--- src/rtl/fetch_pkg.sv ---
// rtl/fetch_pkg.sv - shared types and constants for the instruction-fetch front end
//
// Provides the fetch FSM state type, default address/instruction widths, the
// NOP encoding written into pipeline registers on flush, and a helper that
// tells whether a state keeps an instruction-memory request outstanding.
package fetch_pkg;

    localparam int ADDR_W_DEF = 16;
    localparam int INST_W_DEF = 16;

    localparam logic [INST_W_DEF-1:0] NOP_INS = '0;

    // FETCH: normal request/accept flow
    // DRAIN: waiting out a request that was killed by a redirect
    // HOLD : one fetched word parked in the skid because decode stalled
    typedef enum logic [1:0] {
        FETCH = 2'd0,
        DRAIN = 2'd1,
        HOLD  = 2'd2
    } fetch_state_t;

    function automatic logic is_req_state(input fetch_state_t s);
        return (s == FETCH) || (s == DRAIN);
    endfunction

endpackage

--- src/rtl/fetch_stage_if.sv ---
// rtl/fetch_stage_if.sv - instruction-memory request/acknowledge bundle
//
// Signals:
//   IMemReq  : fetch request, held until IMemAck
//   IMemAddr : fetch address, stable while the request is outstanding
//   IMemAck  : data valid this cycle, completes the request
//   IMemData : fetched instruction word
// Modports:
//   master : fetch side (drives request/address)
//   slave  : memory side (drives acknowledge/data)
interface fetch_stage_if #(
    parameter int ADDR_W = 16,
    parameter int INST_W = 16
);
    logic              IMemReq;
    logic [ADDR_W-1:0] IMemAddr;
    logic              IMemAck;
    logic [INST_W-1:0] IMemData;

    modport master (
        output IMemReq,
        output IMemAddr,
        input  IMemAck,
        input  IMemData
    );

    modport slave (
        input  IMemReq,
        input  IMemAddr,
        output IMemAck,
        output IMemData
    );
endinterface

--- src/rtl/if_id_reg.sv ---
// rtl/if_id_reg.sv - generic pipeline register with flush, hold and load
//
// Update priority: flush > hold > load. With none of them asserted the
// downstream stage has consumed the entry, so it becomes a bubble.
// Ports:
//   clk, rst          : clock, synchronous active-high reset
//   flush             : clear entry (valid=0, pc=0, ins=NOP)
//   hold              : keep current entry
//   load, in_pc, in_ins : write a live entry
//   valid, pc, ins    : registered entry
module if_id_reg
    import fetch_pkg::*;
#(
    parameter int ADDR_W = ADDR_W_DEF,
    parameter int INST_W = INST_W_DEF
) (
    input  logic              clk,
    input  logic              rst,
    input  logic              flush,
    input  logic              hold,
    input  logic              load,
    input  logic [ADDR_W-1:0] in_pc,
    input  logic [INST_W-1:0] in_ins,
    output logic              valid,
    output logic [ADDR_W-1:0] pc,
    output logic [INST_W-1:0] ins
);

    logic              valid_q, valid_d;
    logic [ADDR_W-1:0] pc_q, pc_d;
    logic [INST_W-1:0] ins_q, ins_d;

    always_comb begin
        valid_d = valid_q;
        pc_d    = pc_q;
        ins_d   = ins_q;
        if (flush) begin
            valid_d = 1'b0;
            pc_d    = '0;
            ins_d   = INST_W'(NOP_INS);
        end else if (hold) begin
            valid_d = valid_q;
        end else if (load) begin
            valid_d = 1'b1;
            pc_d    = in_pc;
            ins_d   = in_ins;
        end else begin
            // Entry consumed with nothing new behind it; keep data, kill valid.
            valid_d = 1'b0;
        end
    end

    always_ff @(posedge clk) begin
        if (rst) begin
            valid_q <= 1'b0;
            pc_q    <= '0;
            ins_q   <= INST_W'(NOP_INS);
        end else begin
            valid_q <= valid_d;
            pc_q    <= pc_d;
            ins_q   <= ins_d;
        end
    end

    assign valid = valid_q;
    assign pc    = pc_q;
    assign ins   = ins_q;

endmodule

--- src/rtl/fetch_stage.sv ---
// rtl/fetch_stage.sv - instruction-fetch front end: PC, imem requests, IF/ID register
//
// Optional build macro: FETCH_PERF_CNT_EN adds KillCnt/StallCnt counters.
// Ports:
//   clk, rst            : clock, synchronous active-high reset
//   PcRst, PcRstAddr    : redirect request and target from the hazard unit
//   IfIdRst             : flush IF/ID
//   Stall               : decode cannot accept, hold IF/ID
//   imem                : instruction-memory request/ack bundle (master side)
//   IfIdValid/Pc/Ins    : IF/ID pipeline register contents
//   KillCnt, StallCnt   : saturating event counters (FETCH_PERF_CNT_EN only)
module fetch_stage
    import fetch_pkg::*;
#(
    parameter int              ADDR_W   = ADDR_W_DEF,
    parameter int              INST_W   = INST_W_DEF,
    parameter logic [ADDR_W-1:0] RESET_PC = '0
) (
    input  logic              clk,
    input  logic              rst,
    input  logic              PcRst,
    input  logic [ADDR_W-1:0] PcRstAddr,
    input  logic              IfIdRst,
    input  logic              Stall,
    fetch_stage_if.master     imem,
    output logic              IfIdValid,
    output logic [ADDR_W-1:0] IfIdPc,
    output logic [INST_W-1:0] IfIdIns
`ifdef FETCH_PERF_CNT_EN
    ,
    output logic [15:0]       KillCnt,
    output logic [15:0]       StallCnt
`endif
);

    fetch_state_t      state_q, state_d;
    logic [ADDR_W-1:0] pc_q, pc_d;
    logic [ADDR_W-1:0] pend_q, pend_d;
    logic [ADDR_W-1:0] skid_pc_q, skid_pc_d;
    logic [INST_W-1:0] skid_ins_q, skid_ins_d;

    logic              req;
    logic              ack;
    logic              ld;
    logic [ADDR_W-1:0] ld_pc;
    logic [INST_W-1:0] ld_ins;

    assign req = is_req_state(state_q);
    // An ack only means something while a request is outstanding.
    assign ack = imem.IMemAck && req;

    always_comb begin
        state_d    = state_q;
        pc_d       = pc_q;
        pend_d     = pend_q;
        skid_pc_d  = skid_pc_q;
        skid_ins_d = skid_ins_q;
        ld         = 1'b0;
        ld_pc      = pc_q;
        ld_ins     = imem.IMemData;

        case (state_q)
            FETCH: begin
                if (ack) begin
                    if (PcRst) begin
                        pc_d = PcRstAddr;
                    end else if (!Stall) begin
                        ld   = 1'b1;
                        pc_d = pc_q + ADDR_W'(1);
                    end else begin
                        // Decode is stalled: park the word so memory is not re-asked.
                        skid_pc_d  = pc_q;
                        skid_ins_d = imem.IMemData;
                        pc_d       = pc_q + ADDR_W'(1);
                        state_d    = HOLD;
                    end
                end else if (PcRst) begin
                    // Cannot re-address an outstanding request; remember target.
                    pend_d  = PcRstAddr;
                    state_d = DRAIN;
                end
            end
            DRAIN: begin
                if (PcRst) begin
                    pend_d = PcRstAddr;
                end
                if (ack) begin
                    pc_d    = PcRst ? PcRstAddr : pend_q;
                    state_d = FETCH;
                end
            end
            HOLD: begin
                if (PcRst) begin
                    pc_d    = PcRstAddr;
                    state_d = FETCH;
                end else if (!Stall) begin
                    ld      = 1'b1;
                    ld_pc   = skid_pc_q;
                    ld_ins  = skid_ins_q;
                    state_d = FETCH;
                end
            end
            default: begin
                state_d = FETCH;
            end
        endcase
    end

    always_ff @(posedge clk) begin
        if (rst) begin
            state_q    <= FETCH;
            pc_q       <= RESET_PC;
            pend_q     <= '0;
            skid_pc_q  <= '0;
            skid_ins_q <= '0;
        end else begin
            state_q    <= state_d;
            pc_q       <= pc_d;
            pend_q     <= pend_d;
            skid_pc_q  <= skid_pc_d;
            skid_ins_q <= skid_ins_d;
        end
    end

    assign imem.IMemReq  = req && !rst;
    assign imem.IMemAddr = pc_q;

    if_id_reg #(
        .ADDR_W (ADDR_W),
        .INST_W (INST_W)
    ) u_if_id (
        .clk    (clk),
        .rst    (rst),
        .flush  (IfIdRst),
        .hold   (Stall),
        .load   (ld),
        .in_pc  (ld_pc),
        .in_ins (ld_ins),
        .valid  (IfIdValid),
        .pc     (IfIdPc),
        .ins    (IfIdIns)
    );

`ifdef FETCH_PERF_CNT_EN
    logic        kill;
    logic [15:0] kill_cnt_q, kill_cnt_d;
    logic [15:0] stall_cnt_q, stall_cnt_d;

    // A fetched word is lost when a redirect discards it, when a skid entry
    // is dropped, or when it would have loaded IF/ID in a flush cycle.
    assign kill = ((state_q == FETCH) && ack && PcRst) ||
                  ((state_q == DRAIN) && ack) ||
                  ((state_q == HOLD) && PcRst) ||
                  (ld && IfIdRst);

    always_comb begin
        kill_cnt_d  = kill_cnt_q;
        stall_cnt_d = stall_cnt_q;
        if (kill && (kill_cnt_q != 16'hFFFF)) begin
            kill_cnt_d = kill_cnt_q + 16'd1;
        end
        if (Stall && IfIdValid && (stall_cnt_q != 16'hFFFF)) begin
            stall_cnt_d = stall_cnt_q + 16'd1;
        end
    end

    always_ff @(posedge clk) begin
        if (rst) begin
            kill_cnt_q  <= '0;
            stall_cnt_q <= '0;
        end else begin
            kill_cnt_q  <= kill_cnt_d;
            stall_cnt_q <= stall_cnt_d;
        end
    end

    assign KillCnt  = kill_cnt_q;
    assign StallCnt = stall_cnt_q;
`endif

endmodule

--- src/flat_wrapper.sv ---
// flat-port wrapper written by rule: the top's interface ports become plain ports
module fetch_stage_flat import fetch_pkg::*;
#(
    parameter int              ADDR_W   = ADDR_W_DEF,
    parameter int              INST_W   = INST_W_DEF,
    parameter logic [ADDR_W-1:0] RESET_PC = '0
)
  (clk, rst, PcRst, PcRstAddr, IfIdRst, Stall, IfIdValid, IfIdPc, IfIdIns, imem_IMemReq, imem_IMemAddr, imem_IMemAck, imem_IMemData);
  fetch_stage_if #(.ADDR_W(ADDR_W), .INST_W(INST_W)) imem_i ();
  input  logic clk;
  input  logic rst;
  input  logic PcRst;
  input  logic [ADDR_W-1:0] PcRstAddr;
  input  logic IfIdRst;
  input  logic Stall;
  output logic IfIdValid;
  output logic [ADDR_W-1:0] IfIdPc;
  output logic [INST_W-1:0] IfIdIns;
  output wire logic [$bits(imem_i.IMemReq)-1:0] imem_IMemReq;
  output wire logic [$bits(imem_i.IMemAddr)-1:0] imem_IMemAddr;
  input wire logic [$bits(imem_i.IMemAck)-1:0] imem_IMemAck;
  input wire logic [$bits(imem_i.IMemData)-1:0] imem_IMemData;
  assign imem_IMemReq = imem_i.IMemReq;
  assign imem_IMemAddr = imem_i.IMemAddr;
  assign imem_i.IMemAck = imem_IMemAck;
  assign imem_i.IMemData = imem_IMemData;
  fetch_stage #(.ADDR_W(ADDR_W), .INST_W(INST_W), .RESET_PC(RESET_PC)) u_core (.clk(clk), .rst(rst), .PcRst(PcRst), .PcRstAddr(PcRstAddr), .IfIdRst(IfIdRst), .Stall(Stall), .imem(imem_i), .IfIdValid(IfIdValid), .IfIdPc(IfIdPc), .IfIdIns(IfIdIns));
endmodule
--- config.mk ---
export PLATFORM = sky130hd
export DESIGN_NAME = fetch_stage_flat
export DESIGN_NICKNAME = d
export VERILOG_FILES = /design/src/rtl/fetch_pkg.sv /design/src/rtl/fetch_stage_if.sv /design/src/rtl/if_id_reg.sv /design/src/rtl/fetch_stage.sv /design/src/flat_wrapper.sv
export SDC_FILE = /design/constraint.sdc
export NUM_CORES = 1
export LEC_CHECK = 0
export CAP_MARGIN = 40
export CORE_ASPECT_RATIO = 0.6
export CORE_UTILIZATION = 51
export CTS_CLUSTER_DIAMETER = 30
export DETAILED_ROUTE_END_ITERATION = 7
export GPL_TIMING_DRIVEN = 0
export PLACE_DENSITY = 0.78
export SYNTH_ARGS = -nofsm -noshare
export SYNTH_HDL_FRONTEND = slang
export SYNTH_SLANG_ARGS = --single-unit
--- constraint.sdc ---
create_clock -name clk -period 4.5 [get_ports clk]
set_input_delay 1.125 -clock clk [delete_from_list [all_inputs] [get_ports clk]]
set_output_delay 1.125 -clock clk [all_outputs]
set_load 0.05 [all_outputs]
Yosys cells after proc, flatten, opt, wreduce, memory -nomap -nowiden
Index checks and enable logic that the tools add are counted.
{"block": "op_classes", "addsub": 1, "n_eq_ne": 10, "n_reduce_logical": 13, "n_bitwise": 2, "mux": 25}
{"op": "16-bit two-way mux", "count": 10}
{"op": "16-bit one-hot mux with 3 select lines", "count": 1}
{"op": "16-bit one-hot mux with 2 select lines", "count": 1}
{"op": "16-bit by 1-bit adder with 16-bit output (second input constant)", "count": 1}
{"op": "2-bit two-way mux", "count": 7}
{"op": "3-bit != test (second input constant)", "count": 3}
{"op": "4-bit AND reduction", "count": 2}
{"op": "2-bit one-hot mux with 3 select lines", "count": 1}
{"op": "5-bit AND reduction", "count": 1}
{"op": "1-bit two-way mux", "count": 4}
{"op": "2-bit by 1-bit != test with 1-bit output (second input constant)", "count": 2}
{"op": "2-bit != test (second input constant)", "count": 2}
{"op": "2-bit AND reduction", "count": 2}
{"op": "3-bit by 2-bit != test with 1-bit output (second input constant)", "count": 1}
{"op": "3-bit nonzero test", "count": 1}
{"op": "2-bit by 1-bit == test with 1-bit output (second input constant)", "count": 1}
{"op": "2-bit == test (second input constant)", "count": 1}
{"op": "1-bit logical AND", "count": 2}
{"op": "2-bit zero test", "count": 1}
{"op": "1-bit NOT", "count": 2}
{"op": "1-bit one-hot mux with 2 select lines", "count": 1}
{"op": "2-bit nonzero test", "count": 1}
{"op": "2-bit OR reduction", "count": 1}
{"op": "1-bit zero test", "count": 1}
{"op": "1-bit logical OR", "count": 1}
{"block": "totals", "output_inout_bits": 50, "reg_bits": 99, "elab_cells": 59}

Logic depth before layout (Yosys ltp)
{"block": "depth", "depth_word": 6, "ltp_mapped": 10}

Cells and area by module
A second synthesis with hierarchy kept.
{"block": "hier_totals", "hier_cells": 599, "hier_area_um2": 4967.3}
{"mod": "fetch_stage", "cells_per_inst": 453, "n_inst": 1, "area_per_inst_um2": 3707.3}
{"mod": "if_id_reg", "cells_per_inst": 146, "n_inst": 1, "area_per_inst_um2": 1260.0}

Worst setup path after synthesis
OpenSTA, ideal clock, no wires.
{"block": "synth_timing", "kind": "input to output", "from": "input port rst", "to": "output port imem_IMemReq", "path_buffers": 3, "required_time_ns": 3.375, "path_slack_ns": 0.976, "cell_stages": 4, "t_arrival_ns": 2.399, "cell_sequence": "clkbuf_1 > clkbuf_1 > clkbuf_1 > nor2_1"}
{"block": "synth_between", "elab_chain_len": 2}
{"item": "start, declared", "line": "flat_wrapper.sv:11", "source": "input logic rst;"}
{"item": "1-bit zero test", "line": "fetch_stage.sv:125", "source": "assign imem.IMemReq = req && !rst;"}
{"item": "1-bit logical AND", "line": "fetch_stage.sv:125"}
{"item": "end, declared", "line": "flat_wrapper.sv:19", "source": "output wire logic [$bits(imem_i.IMemReq)-1:0] imem_IMemReq;"}
No other way between the ends.

Final worst setup path
Same ends and word-level chain as after synthesis.

==> impl_metrics.tcl <==
set metrics [dict create \
    run_status "finished clean" \
    fmax_ghz 0.226 \
    synth_edf_count 0 \
    grt_pass1_vias 4311 \
    avgViaCountPerCell 6.05 \
    io_buffers 86 \
    place.gp.congestion 0.922 \
    hpwl_mm 10.2 \
    synth.top_cell.area_share 0.421 \
    cts_resized 0 \
    clkTransAtPathRegs_ns 0.07 \
    clock-root-buffer "clkbuf_16" \
    wl_mm 13.9 \
    netlist_area_um2 4710 \
    ios 88 \
    grt_util_all_layers 0.292 \
    die_y_um 76.4 \
    slew_headroom 0.488 \
    cap_violations 0 \
    worst_ep_arrival_time_ns 3.30 \
    cts_buffer_depth 2 \
    synth.distinct_cells 58 \
    finalMaxSlewViolations 0 \
    drc 0 \
    fp.dieW_um 126 \
    fin_crit_sh 0.984 \
    dieArea_um2 9630 \
    drive_gt1_frac 0.0806 \
    endpoint_kind "output port" \
    grtUsageMet1 0.439 \
    grtUsageMet3 0.0681 \
    p_per_area_nw_per_um2 396 \
    peakVddDrop_uv 254 \
    nFillCells 699 \
    num-nets-final 733 \
    power.leakage_uw 0.00219 \
    yosysTopAreaCell "dfxtp_1" \
    grt-busiest-layer "met1" \
    synth_ff_type "dfxtp_1" \
    grt_remaining_overflow 0 \
    cts_hold_buf 0 \
    vias 4886 \
    synth.most_common_cell "nand2_1" \
    ctsHtreeMaxLevel 3 \
    grt_pass1_wl_mm 22.1 \
    fp-row-count 26 \
    first_pass_iters 5 \
    cts_setup_buffers 0 \
    yosysWarnings 0 \
    synthTopCellsByCount "nand2_1, dfxtp_1, nor2_1, a21oi_1, a311oi_1" \
    avgSynthCellArea_um2 7.94 \
    grt_setup_unrepaired "false" \
    startpoint_type "primary input" \
    tightest_slew_ns 0.766 \
    hold_path_class "register to register" \
    antenna_cells 0 \
    required_ns 3.38 \
    yosysSeqAreaShare 0.421 \
    synth.area.top_cells "dfxtp_1, nand2_1, a21oi_1, nor2_1, a311oi_1" \
    critical_path_class "primary input to output port" \
    fin_tns_setup_ns 0 \
    syn-num-nets 636 \
    clock_latency_ns 0.35 \
    drtIter0Drc 554 \
    min_period_ns 4.43 \
    start_util 0.540 \
    clock_sinks 99 \
    syn_to_final_growth_pct 28.0 \
    cts_tree "built" \
    yosys_register_bits 99 \
    coreArea_um2 8720 \
    setup_violations 0 \
    antenna_found_initial 0 \
    cp_max_fo 10 \
    hold_viol_final 0 \
    synthArstFlopShare 0 \
    holdWs_ns 0.458 \
    drtAntennaViolNets 0 \
    grtUsageMet2 0.409 \
    cts_buffers 9 \
    syn_inst 593 \
    grt_max_degree 17 \
    wl_per_cell_um 17.2 \
    fin_skew_ns 0.00365 \
]
## flip-flops by register name, summed over array words and instances, names as in the netlist
| name | cells |
|---|---|
| u_core.pend_q | 16 |
| u_core.u_if_id.pc | 16 |
| u_core.skid_ins_q | 16 |
| u_core.skid_pc_q | 16 |
| u_core.u_if_id.valid | 1 |
| u_core.state_q | 2 |
| u_core.imem.IMemAddr | 16 |
| u_core.u_if_id.ins | 16 |
## kinds of logic after synthesis
family          synth area share
buf+inv                   0.0643
fa+ha+maj                 0.0133
mux                       0.0502
xor+xnor                  0.0112
flops                      0.421
compound gates             0.206
simple gates               0.234
## area by class of cell
type,count,area (um2),share of cell area
Inverter,7,26.3,0.00436
Clock inverter,6,88.8,0.0147
Multi-Input combinational cell,431,2420,0.402
Timing Repair Buffer,86,861,0.143
Sequential cell,99,1980,0.329
Tap cell,112,140,0.0232
Clock buffer,10,229,0.0380
Buffer,56,278,0.0461
## metrics by stage
stage	std cells	utilization	setup WS, ns	cell area [um2]	total power, uW
after global routing	807	0.691	0.0484	6030	2480
after floorplan	593	-	0.976	4710	1370
after global placement	791	0.655	0.0531	5710	1550
final	807	0.691	0.0732	6030	2390
after CTS	807	0.691	0.0594	6030	2380
after detailed placement	791	0.655	0.0638	5710	1560
## worst paths after layout
check | from | end | slack [ns] | depth (start not counted)
max | rst | imem_IMemReq | 0.07 | 5
min | u_core.skid_pc_q[6]$_SDFFE_PP0P_ | u_core.skid_pc_q[6]$_SDFFE_PP0P_ | 0.46 | 2
max reg2reg | u_core.state_q[0]$_SDFFE_PP0P_ | u_core.imem.IMemAddr[9]$_SDFFE_PP0P_ | 2.10 | 6
min reg2reg | u_core.skid_pc_q[6]$_SDFFE_PP0P_ | u_core.skid_pc_q[6]$_SDFFE_PP0P_ | 0.46 | 2
## critical path: stages
cell and delay [ns]:
clkbuf_1 0.40, clkbuf_2 0.37, clkbuf_1 0.50, nor2_1 0.17, clkdlybuf4s50_1 0.74
## placed cells by master, fill, tap and decap left out, drive strengths merged, types with 2 or more instances in the layout
master / instances
ha: 5
nor3: 8
a311oi: 30
clkdlybuf4s50: 86
nand3: 12
nand3b: 2
a2bb2oi: 2
a221o: 4
nand4: 8
a31o: 2
a211oi: 7
mux2: 5
a32oi: 2
or3: 2
nor2: 71
inv: 8
xnor2: 2
a21oi: 58
o22ai: 2
nor2b: 4
or2: 2
clkinv: 2
nand2b: 2
a22oi: 2
mux2i: 18
xor2: 4
nor4: 2
a22o: 2
bufinv: 2
o31ai: 3
o211ai: 2
o21ai: 5
clkbuf: 37
nand2: 141
buf: 29
dfxtp: 99
a221oi: 6
o41ai: 3
## power breakdown
group / switching, uW / total (uW) / leakage, uW / internal [uW]
Sequential: 50.7 / 977 / 0.000805 / 927
Clock: 340 / 830 / 0.000154 / 489
Combinational: 367 / 581 / 0.00123 / 213
Total: 758 / 2390 / 0.00219 / 1630
## routing by layer
metal,share of wire,vias to the layer above,routed length [um]
li1,-,2265,-
met2,0.41,271,5670
met5,0,-,0
met4,0.017,0,234
met3,0.099,29,1370
met1,0.48,2321,6590
No activity file was read; power rests on OpenSTA's default activity.
